[config.mk]
export PLATFORM = sky130hd
export DESIGN_NAME = cs_resolver
export DESIGN_NICKNAME = d
export VERILOG_FILES = /design/src/rtl/cs_resolver.sv
export SDC_FILE = /design/constraint.sdc
export NUM_CORES = 1
export LEC_CHECK = 0
export ABC_AREA = 0
export ABC_CLOCK_PERIOD_IN_PS = 6300
export CAP_MARGIN = 10
export CORE_AREA = 5 5 76 78
export DETAILED_ROUTE_END_ITERATION = 10
export DIE_AREA = 0 0 81 83
export GPL_TIMING_DRIVEN = 0
export HOLD_SLACK_MARGIN = 0.15
export PLACE_DENSITY = 0.86
export SLEW_MARGIN = 20
export SYNTH_ARGS = -nofsm -noshare
export SYNTH_HDL_FRONTEND = slang
export SYNTH_SLANG_ARGS = --single-unit
[constraint.sdc]
create_clock -name clk -period 6.3 [get_ports clk]
set_input_delay 1.26 -clock clk [delete_from_list [all_inputs] [get_ports clk]]
set_output_delay 1.26 -clock clk [all_outputs]
set_load 0.1 [all_outputs]
[src/rtl/cs_resolver.sv]
// cs_resolver: serial carry-propagate resolver for a carry-save pair.
// Resolves CHUNK bits per clock, LSB first, reusing one narrow adder
// across K = WIDTH/CHUNK cycles. Valid/ready handshakes on both sides.

// Narrow CHUNK-bit adder reused on every BUSY cycle.
module cs_chunk_add #(
   parameter int CHUNK = 4
) (
   input  logic [CHUNK-1:0] a,
   input  logic [CHUNK-1:0] b,
   input  logic             ci,
   output logic [CHUNK-1:0] s,
   output logic             co
);
   // One extra bit on the operands captures the chunk carry-out.
   always_comb begin
      {co, s} = {1'b0, a} + {1'b0, b} + {{CHUNK{1'b0}}, ci};
   end
endmodule

module cs_resolver #(
   parameter int WIDTH = 16,
   parameter int CHUNK = 4
) (
   input  logic             clk,
   input  logic             rst,
   input  logic             in_valid,
   output logic             in_ready,
   input  logic [WIDTH-1:0] ps,
   input  logic [WIDTH-1:0] pc,
   output logic             out_valid,
   input  logic             out_ready,
   output logic [WIDTH-1:0] sum,
   output logic             cout
);
   localparam int K  = WIDTH / CHUNK;
   localparam int IW = (K > 1) ? $clog2(K) : 1;

   typedef enum logic [1:0] {IDLE, BUSY, DONE} state_t;

   state_t           state, state_nxt;
   logic [WIDTH-1:0] ps_r, pc_r, sum_r;
   logic             carry, cout_r;
   logic [IW-1:0]    idx;
   logic             accept, last;
   logic [WIDTH-1:0] ps_sh, pc_sh;
   logic [CHUNK-1:0] s_ch;
   logic             c_ch;

   assign accept = (state == IDLE) && in_valid;
   assign last   = (idx == IW'(K - 1));

   // Align the active chunk to the LSBs; a shift keeps K == 1 free of
   // zero-width index corner cases.
   assign ps_sh = ps_r >> (CHUNK * idx);
   assign pc_sh = pc_r >> (CHUNK * idx);

   cs_chunk_add #(.CHUNK(CHUNK)) u_add (
      .a  (ps_sh[CHUNK-1:0]),
      .b  (pc_sh[CHUNK-1:0]),
      .ci (carry),
      .s  (s_ch),
      .co (c_ch)
   );

   // State register.
   always_ff @(posedge clk) begin
      if (rst) state <= IDLE;
      else     state <= state_nxt;
   end

   // Next-state logic: no accept from DONE, even with in_valid high.
   always_comb begin
      state_nxt = state;
      case (state)
         IDLE:    if (in_valid)  state_nxt = BUSY;
         BUSY:    if (last)      state_nxt = DONE;
         DONE:    if (out_ready) state_nxt = IDLE;
         default:                state_nxt = IDLE;
      endcase
   end

   // Handshake outputs decoded purely from registered state.
   always_comb begin
      in_ready  = (state == IDLE);
      out_valid = (state == DONE);
   end

   // Datapath: capture on accept, then ripple one chunk per BUSY cycle.
   // Unresolved sum chunks keep their old contents until overwritten.
   always_ff @(posedge clk) begin
      if (rst) begin
         ps_r   <= '0;
         pc_r   <= '0;
         sum_r  <= '0;
         carry  <= 1'b0;
         cout_r <= 1'b0;
         idx    <= '0;
      end else if (accept) begin
         ps_r  <= ps;
         pc_r  <= pc;
         carry <= 1'b0;
         idx   <= '0;
      end else if (state == BUSY) begin
         for (int j = 0; j < K; j++)
            if (idx == IW'(j)) sum_r[j*CHUNK +: CHUNK] <= s_ch;
         carry <= c_ch;
         if (last) cout_r <= c_ch;
         else      idx    <= idx + IW'(1);
      end
   end

   assign sum  = sum_r;
   assign cout = cout_r;
endmodule

---- Word level (Yosys, flattened, before mapping) ----
Cells that the tools add are included.
word-level totals
  flip-flop bits (word level) ............. 54
  bits in latches ......................... 0
  bits in writable memories ............... 0
  bits in read-only memories .............. 0
  input port bits ......................... 36
  output and inout bits ................... 19
  logic and storage cells ................. 39
  memories ................................ 0
operators by class
  add/sub/neg operators ................... 3
  $mul .................................... 0
  div/mod/pow operators ................... 0
  $lt $le $gt $ge ......................... 0
  equal/unequal tests ..................... 8
  shifts and indexed selects .............. 2
  multiplexer cells ....................... 4
  bitwise gates (word level) .............. 2
  reduce and logical (&&, ||, !) cells .... 10
operators by type and width
  operator               count
  $shr A16 B4 Y4         2
  $reduce_and A3 Y1      5
  $eq A2 B2 Y1 const B   3
  $mux W2                3
  $pmux W2 S3            1
  $add A4 B4 Y5          1
  $add A5 B1 Y5          1
  $eq A2 B1 Y1 const B   2
  $logic_not A2 Y1       2
  $ne A2 B2 Y1 const B   2
  $add A2 B1 Y2 const B  1
  $ne A2 B1 Y1 const B   1
  $not A1 Y1             2
  $reduce_and A2 Y1      1
  $reduce_or A2 Y1       1
  $logic_and A1 B1 Y1    1

---- Depth between registers and ports, before layout ----
  depth after elaboration ................. 4
  depth in mapped cells ................... 9
  depth with buffers taken out ............ 8

---- Cells and area by module ----
A second synthesis with hierarchy kept.
unflattened totals
  cell total of the unflattened synthesis .. 216
  area, all modules ....................... 2392.3 um^2
modules (own cells, without submodules)
  module        times used  cells an instance  area an instance (um^2)  seq. area each (um^2)
  cs_resolver   1           200                2248.4                   1081.0
  cs_chunk_add  1           16                 143.9                    0.0

---- Worst setup path before layout ----
Ideal clock, no wire load.
  path kind ............................... reg2out
  from .................................... reg state[1]
  to ...................................... out out_valid
  arrival time ............................ 1.835 ns
  setup slack ............................. 3.205 ns
  cell stages (with the launch flop) ...... 2
  path buffers ............................ 0
  cells stage by stage .................... dfxtp_1 > nor2b_1
on the way
  word-level cells in the longest chain between the ends .. 1
ends and longest elaborated chain
  item                      line  source
  start: declaration        41    state_t state, state_nxt;
  start signal: assignment  69    else state <= state_nxt;
  $eq A2 B2 Y1              86    out_valid = (state == DONE);
  end: declaration          31    output logic out_valid,
No other way between the ends.

---- Final worst setup path ----
Ends and elaborated chain as after synthesis.

==> results_dict.tcl <==
set metrics [dict create \
    clk_latency_ns 0.30 \
    place_ws_ns 3.22 \
    critical_path.max_fanout 9 \
    stdcell_area_sq_mm 0.00314 \
    cts_root_buf "clkbuf_8" \
    switching_share 0.275 \
    yosysWarnings 0 \
    p_int_uw 504 \
    route.detailed.drc 0 \
    status "completed" \
    max-slew-margin-rel 0.350 \
    syn_area_per_cell_sq_um 10.7 \
    clockPowerShare 0.257 \
    cts_tree "done" \
    yosysTopAreaCell "dfxtp_1" \
    fmax_mhz 292 \
    track_usage 0.163 \
    switchingPower_uw 191 \
    ys_top_cells_by_area "dfxtp_1, mux2i_1, nor2_1" \
    skew_ns 0.00896 \
    min_period_over_period 0.543 \
    leakagePower_nw 1.22 \
    worstMarginPinSlew_ns 0.972 \
    seqPwrFrac 0.531 \
    rrSetupSlack_ns 3.58 \
    dr.max_layer_used "met4" \
    dp_hpwl_um 4090 \
    fp.dieH_um 83 \
    grt_max_degree 15 \
    rows 26 \
    grt_pass1_wl_um 8620 \
    wl_met3_um 291 \
    antenna_left 0 \
    avgRoutedWirePerCell_um 14.5 \
    globalRouteOverflowTotal 0 \
    ctsLongestPathBuffers 2 \
    layout_setup_ws_ns 2.88 \
    powerDensity_mw_per_mm2 221 \
    comb_power_share 0.212 \
    synth_top_area_frac 0.443 \
    drive_above_1_share 0.0938 \
    setup_violations 0 \
    htreeDepth 2 \
    placed_area_sq_mm 0.00307 \
    cts_resized 0 \
    clk_pin_slew_ns 0.09 \
    ir_drop_mv 0.147 \
    grt_setup_unrepaired "no" \
    start_util 0.487 \
    slew_viol_final 0 \
    ys_seq_elements 54 \
    worstPathArrival_ns 2.16 \
    area_growth_syn_to_layout_pct 28.9 \
    firstDrtPassIters 4 \
    hold_slack_ns 0.497 \
    synth_fp_nets 272 \
    nNetsFinal 333 \
    synth-seq-area-share 0.443 \
    totalWireLength_um 5190 \
    cts_buffers 5 \
    core_sq_mm 0.00501 \
    wl_met2_um 2580 \
    ios 55 \
    hold_viol_final 0 \
    port-buffer-count 54 \
    dieWidth_um 81 \
    drt-met1-wl_um 2190 \
    cp-end-kind "output port" \
    syn-instance-count 227 \
    viasPerCell 5.23 \
    gp_congestion 0.782 \
    setup-tns-final_ns 0 \
    num_vias 1871 \
    yosysUniqueCellTypes 30 \
    finalCriticalPeriod_ns 3.42 \
    postCtsHoldBufs 0 \
    cts_sinks 54 \
    worstHoldPathType "reg -> reg" \
    antenna_cells 0 \
    die-area_sq_mm 0.00672 \
    grt_pass1_vias 1906 \
    fin_util 0.627 \
    cap_violations 0 \
    drt_iter0_drc 64 \
    post_cts_buffers 0 \
    worstSetupPathType "reg -> out" \
    antenna_found_initial 0 \
    worstSetupStartpointType "flop" \
    synth_area_sq_mm 0.00244 \
    required_ns 5.04 \
]
-- cell type report --
type	count	area, sq um
well taps	70	87.6
fillers	432	1870
repair buffers	54	541
inverters	7	26.3
multi-input cells	150	1210
clock buffers	7	76.3
plain buffers	16	125
flip-flops and latches	54	1080
-- registers in the layout, indices dropped and copies added (netlist names) --
register / cells
ps_r: 16
pc_r: 16
sum: 16
cout: 1
carry: 1
state: 2
idx: 2
-- per-layer routing --
layer  global-route usage  vias up
met5                    0        -
met4               0.0645        0
met3               0.0444       14
met2                0.265       64
met1                0.200      884
li1                     -      909
-- path summary, 6_finish.rpt --
kind	start	end	cells past startpoint
setup / recovery	state[1]$_SDFFE_PP0P_	out_valid	2
hold / removal	ps_r[5]$_SDFFE_PP0P_	ps_r[5]$_SDFFE_PP0P_	2
setup reg to reg	idx[0]$_SDFFE_PP0P_	carry$_SDFFE_PP0P_	9
hold reg to reg	ps_r[5]$_SDFFE_PP0P_	ps_r[5]$_SDFFE_PP0P_	2
-- critical path, stage by stage (launching register included) --
cell and delay [ns]:
dfxtp_1 0.49, nor2b_1 0.21, clkdlybuf4s50_1 1.15
-- cell usage after synthesis (all sizes together) --
| master | n |
|---|---|
| fa | 2 |
| and2 | 1 |
| ha | 7 |
| dfxtp | 54 |
| nand2 | 4 |
| nand3b | 1 |
| nor3b | 2 |
| nor2b | 2 |
| nand4 | 4 |
| mux4 | 8 |
| buf | 9 |
| nor3 | 2 |
| inv | 7 |
| mux2i | 37 |
| o221ai | 4 |
| xnor2 | 2 |
| a2111oi | 1 |
| a211oi | 9 |
| and3b | 4 |
| nand2b | 4 |
| and2b | 1 |
| clkbuf | 7 |
| a21oi | 3 |
| nor2 | 51 |
| a21o | 1 |
-- placed cells by master, fill, tap and decap left out, drive strengths merged, types with 2 or more instances in the layout --
cell type	count
mux2i	37
nand2	4
fa	2
a211oi	9
nor3b	2
a21oi	3
inv	7
nor2	51
nor3	2
nand2b	4
dfxtp	54
xnor2	2
mux4	8
o221ai	4
and3b	4
ha	7
nand4	4
buf	9
clkdlybuf4s50	54
nor2b	2
clkbuf	14
-- cells by family after synthesis --
| kind of cell | Yosys count | synth area share |
|---|---|---|
| xor+xnor | 2 | 0.00718 |
| compound gates | 18 | 0.0595 |
| fa+ha+maj | 9 | 0.0523 |
| buf+inv | 23 | 0.0621 |
| flops | 54 | 0.443 |
| simple gates | 76 | 0.150 |
| mux | 45 | 0.226 |
-- metrics by stage --
step                total power, mW  std cells
floorplan                     0.476        227
global placement              0.520        351
detailed placement            0.525        351
CTS                           0.701        358
global route                  0.729        358
finish                        0.696        358
-- power groups by stage --
| stage | sequential, mW | combinational (mW) | clock, mW |
|---|---|---|---|
| after detailed placement | 0.377 | 0.148 | 0 |
| after global placement | 0.376 | 0.144 | 0 |
| final | 0.369 | 0.147 | 0.179 |
| after global routing | 0.372 | 0.160 | 0.197 |
| after floorplan | 0.395 | 0.0813 | 0 |
| after CTS | 0.369 | 0.148 | 0.183 |
Power figures use the tool's default switching activity.
==> edit 1: new RTL, same flow settings <==
Encoding of `state_t`: now one-hot (3 bits for 3 states).
--- a/src/rtl/cs_resolver.sv
+++ b/src/rtl/cs_resolver.sv
@@ -36,7 +36,7 @@
    localparam int K  = WIDTH / CHUNK;
    localparam int IW = (K > 1) ? $clog2(K) : 1;
 
-   typedef enum logic [1:0] {IDLE, BUSY, DONE} state_t;
+   typedef enum logic [2:0] {IDLE = 3'b001, BUSY = 3'b010, DONE = 3'b100} state_t;
 
    state_t           state, state_nxt;
    logic [WIDTH-1:0] ps_r, pc_r, sum_r;
Function: same outputs for any inputs over 10 cycles, from zero or initial values and one cycle with rst high; not proved beyond that.
==> edit 1 against the original RTL <==
- power down 3.4%
- setup slack worse by 0.26 ns
- final area up 2.5%
- via count up 13%
- area after synthesis up 2.8%
- critical path depth up 1
- core utilization up 1.6 points
- wire length up 12%
- sequential cell count up 1
- clock power up 8%
- die area unchanged
==> edit 1: results <==
set metrics [dict create \
    status "complete, no violations" \
    fin_skew_ns 0.00951 \
    place.gp.congestion 0.889 \
    wl_met2_um 2940 \
    grt_pass1_vias 1971 \
    use_met3_pct 3.03 \
    drt_iter0_markers 167 \
    switching_power_uw 182 \
    r2r_start "idx[1]" \
    crit_path_max_fanout 10 \
    p_comb_share_pct 16.0 \
    dp_slack_ns 2.97 \
    nFillCells 460 \
    grt_max_degree 18 \
    routed_wl_um 5800 \
    num-multi-input-gates 197 \
    register_area_um2 1100 \
    arrival_ns 2.42 \
    crit_start "state[2]" \
    holdWs_ns 0.457 \
    grtUsageTotal_pct 17.5 \
    max_freq_mhz 272 \
    multi_input_area_share_pct 40.2 \
    finish.net_count 380 \
    gr-usage-met2_pct 29.1 \
    ys_ff_latch 55 \
    n_clock_buffer 5 \
    tightest_slew_ns 0.992 \
    synthTopCellsByArea "dfxtp_1 44%, nand2_1 12%, a21oi_1 8.6%, mux4_2 7.2%, ha_1 3.5%" \
    layout-drive-gt1-share_pct 9.82 \
    leakagePower_uw 0.00116 \
]
edit 1: cell types whose count changed after synthesis, sizes merged, moves of 5 or more:
cell	change
a21oi	+40
nor3b	+6
mux2i	-36
nand4bb	+5
and4bb	+5
nor2	-43
nand2	+76
inv	-5
edit 1: per-stage QoR:
step                      util [%]  area [µm²]  total power (µW)  std cells
after floorplan                  -        2510               443        274
after global placement        62.6        3130               483        398
after detailed placement      62.6        3130               486        398
after CTS                     64.3        3220               673        406
after global routing          64.3        3220               703        406
final                         64.3        3220               672        406
edit 1: logic make-up (layout without fill, tap and decap cells):
group / after synthesis / after routing / synth area share, %
AO/OA/AOI/OAI: 62 / 62 / 14.9
XOR/XNOR: 2 / 2 / 0.699
adder cells (fa/ha/maj): 9 / 9 / 5.09
buffers and inverters: 22 / 84 / 4.34
flip-flops: 55 / 55 / 43.9
multiplexers: 9 / 9 / 7.59
AND/OR/NAND/NOR: 115 / 115 / 23.5
==> edit 2: new RTL, config.mk and constraints unchanged <==
Without the edit above. `CHUNK` is set to 4 in 2 places; all go to 8.
--- a/src/rtl/cs_resolver.sv
+++ b/src/rtl/cs_resolver.sv
@@ -4,7 +4,7 @@
 
 // Narrow CHUNK-bit adder reused on every BUSY cycle.
 module cs_chunk_add #(
-   parameter int CHUNK = 4
+   parameter int CHUNK = 8
 ) (
    input  logic [CHUNK-1:0] a,
    input  logic [CHUNK-1:0] b,
@@ -20,7 +20,7 @@
 
 module cs_resolver #(
    parameter int WIDTH = 16,
-   parameter int CHUNK = 4
+   parameter int CHUNK = 8
 ) (
    input  logic             clk,
    input  logic             rst,
Function: changed (a bounded check fails within 4 cycles, from zero or initial values and one cycle with rst high).
==> edit 2 against the original RTL <==
- final area is 0.36% lower
- synthesized cell count increased by 32%
- power rose by 3.2%
- area after synthesis shrank 0.31%
- sequential cell count shrank 1
- sequential power shrank 1%
- setup slack gained 0.040 ns
- wire length is 10% higher
- critical endpoint unchanged
- largest power group unchanged
- highest routed layer unchanged
==> edit 2: results <==
set metrics [dict create \
    drt_iter0_markers 178 \
    cts.clk_slew.worst_paths_ns 0.09 \
    ys_seq_area_share_pct 43.6 \
    ys_async_sr_fraction_pct 0 \
    grt_pass1_wl_um 9700 \
    cts_made_buffers 5 \
    cts_setup_buffers 0 \
    hold_start "sum[3]" \
    grtUsageTotal_pct 18.3 \
    crit_path_max_fanout 7 \
    grt_max_degree 16 \
    grtUsageMet1_pct 23.4 \
    syn_nets 344 \
    hold_path.class "reg2reg" \
    fin_skew_ns 0.0107 \
    holdWs_ns 0.457 \
    vias_per_cell 5.21 \
    min_to "sum[3]" \
    place.gp.congestion 0.889 \
    synthFlopType "dfxtp_1" \
    routed_wl_um 5720 \
    use_met3_pct 4.98 \
    grt_pass1_vias 2120 \
    antenna_found_initial 0 \
    wl_met2_um 2730 \
    ir_drop_mv 0.145 \
    antenna_cells 0 \
    finish.net_count 404 \
    max_slew_margin_pct 34.8 \
    port_buffers 53 \
    hold_depth 2 \
    r2r_start "idx" \
    yosysWarnings 0 \
    cts_buffer_depth 2 \
    dr.max_layer_used "met4" \
    gr-usage-met2_pct 29.2 \
    root_buffer "clkbuf_8" \
    arrival_ns 2.12 \
    r2r_slack_ns 3.22 \
    yosysUniqueCellTypes 38 \
    clk-insertion-delay-late_ns 0.31 \
    route.met3.wl_um 352 \
    htreeDepth 2 \
    r2r-end "sum[7]" \
    leakagePower_uw 0.00118 \
    cts.repair.resized 0 \
    dp.final_hpwl_um 4470 \
    synthTopCellsByCount "79 x nand2_1, 53 x dfxtp_1, 48 x a21oi_1, 16 x clkbuf_1, 16 x mux2_2" \
    r2r_cells 9 \
    synthTopCellsByArea "dfxtp_1 44%, nand2_1 12%, a21oi_1 9.9%, mux2_2 7.4%, ha_1 3.6%" \
    met1_length_um 2490 \
    status "complete, no violations" \
    layout-drive-gt1-share_pct 7.78 \
    nFillCells 467 \
    first_pass_iters 5 \
]
## edit 2: report_power, final
group          internal [µW]  switching, µW  leakage [µW]  total, µW
registers                354           10.0      0.000433        364
clock network           77.1            104     0.0000450        181
logic                   64.3            109      0.000700        173
total                    496            222       0.00118        718
## edit 2: cell type report
cell class              instances  area share [%]
clock inverters                 2           0.320
flip-flops and latches         53            33.9
plain buffers                  21            2.72
clock buffers                   6            2.32
multi-input cells             222            40.7
inverters                       3           0.360
well taps                      70            2.80
repair buffers                 53            16.9
## edit 2: stage by stage
stage,setup slack [ns],std cells,instance area [µm²]
floorplan,3.25,299,2430
global placement,3.27,422,3050
detailed placement,3.24,422,3050
CTS,2.92,430,3130
global route,2.80,430,3130
finish,2.92,430,3130
## edit 2: kinds of logic (layout without fill, tap and decap cells)
kind of cell / Yosys count / count (layout) / synth area share (%)
DFF: 53 / 53 / 43.6
adders and majority gates: 9 / 9 / 5.25
xor gates and xnor gates: 2 / 2 / 0.721
muxes: 16 / 16 / 7.41
buffers and inverters: 24 / 85 / 3.96
AOI/OAI and AO/OA: 72 / 72 / 16.9
and+or+nand+nor: 123 / 123 / 22.1
## edit 2: worst max-delay path by stage
stage / startpoint / end / slack (ns) / depth (start not counted)
floorplan: state[0] / out_valid / 3.25 / 2
global placement: state[1] / out_valid / 3.27 / 2
detailed placement: idx / sum[15] / 3.24 / 9
CTS: state[1] / out_valid / 2.92 / 2
global route: state[1] / out_valid / 2.80 / 2
finish: state[1] / out_valid / 2.92 / 2
## edit 2: critical path, stage by stage, from the launching register on
cell             delay, ns
dfxtp_1               0.41
nor2b_1               0.22
clkdlybuf4s50_1       1.17
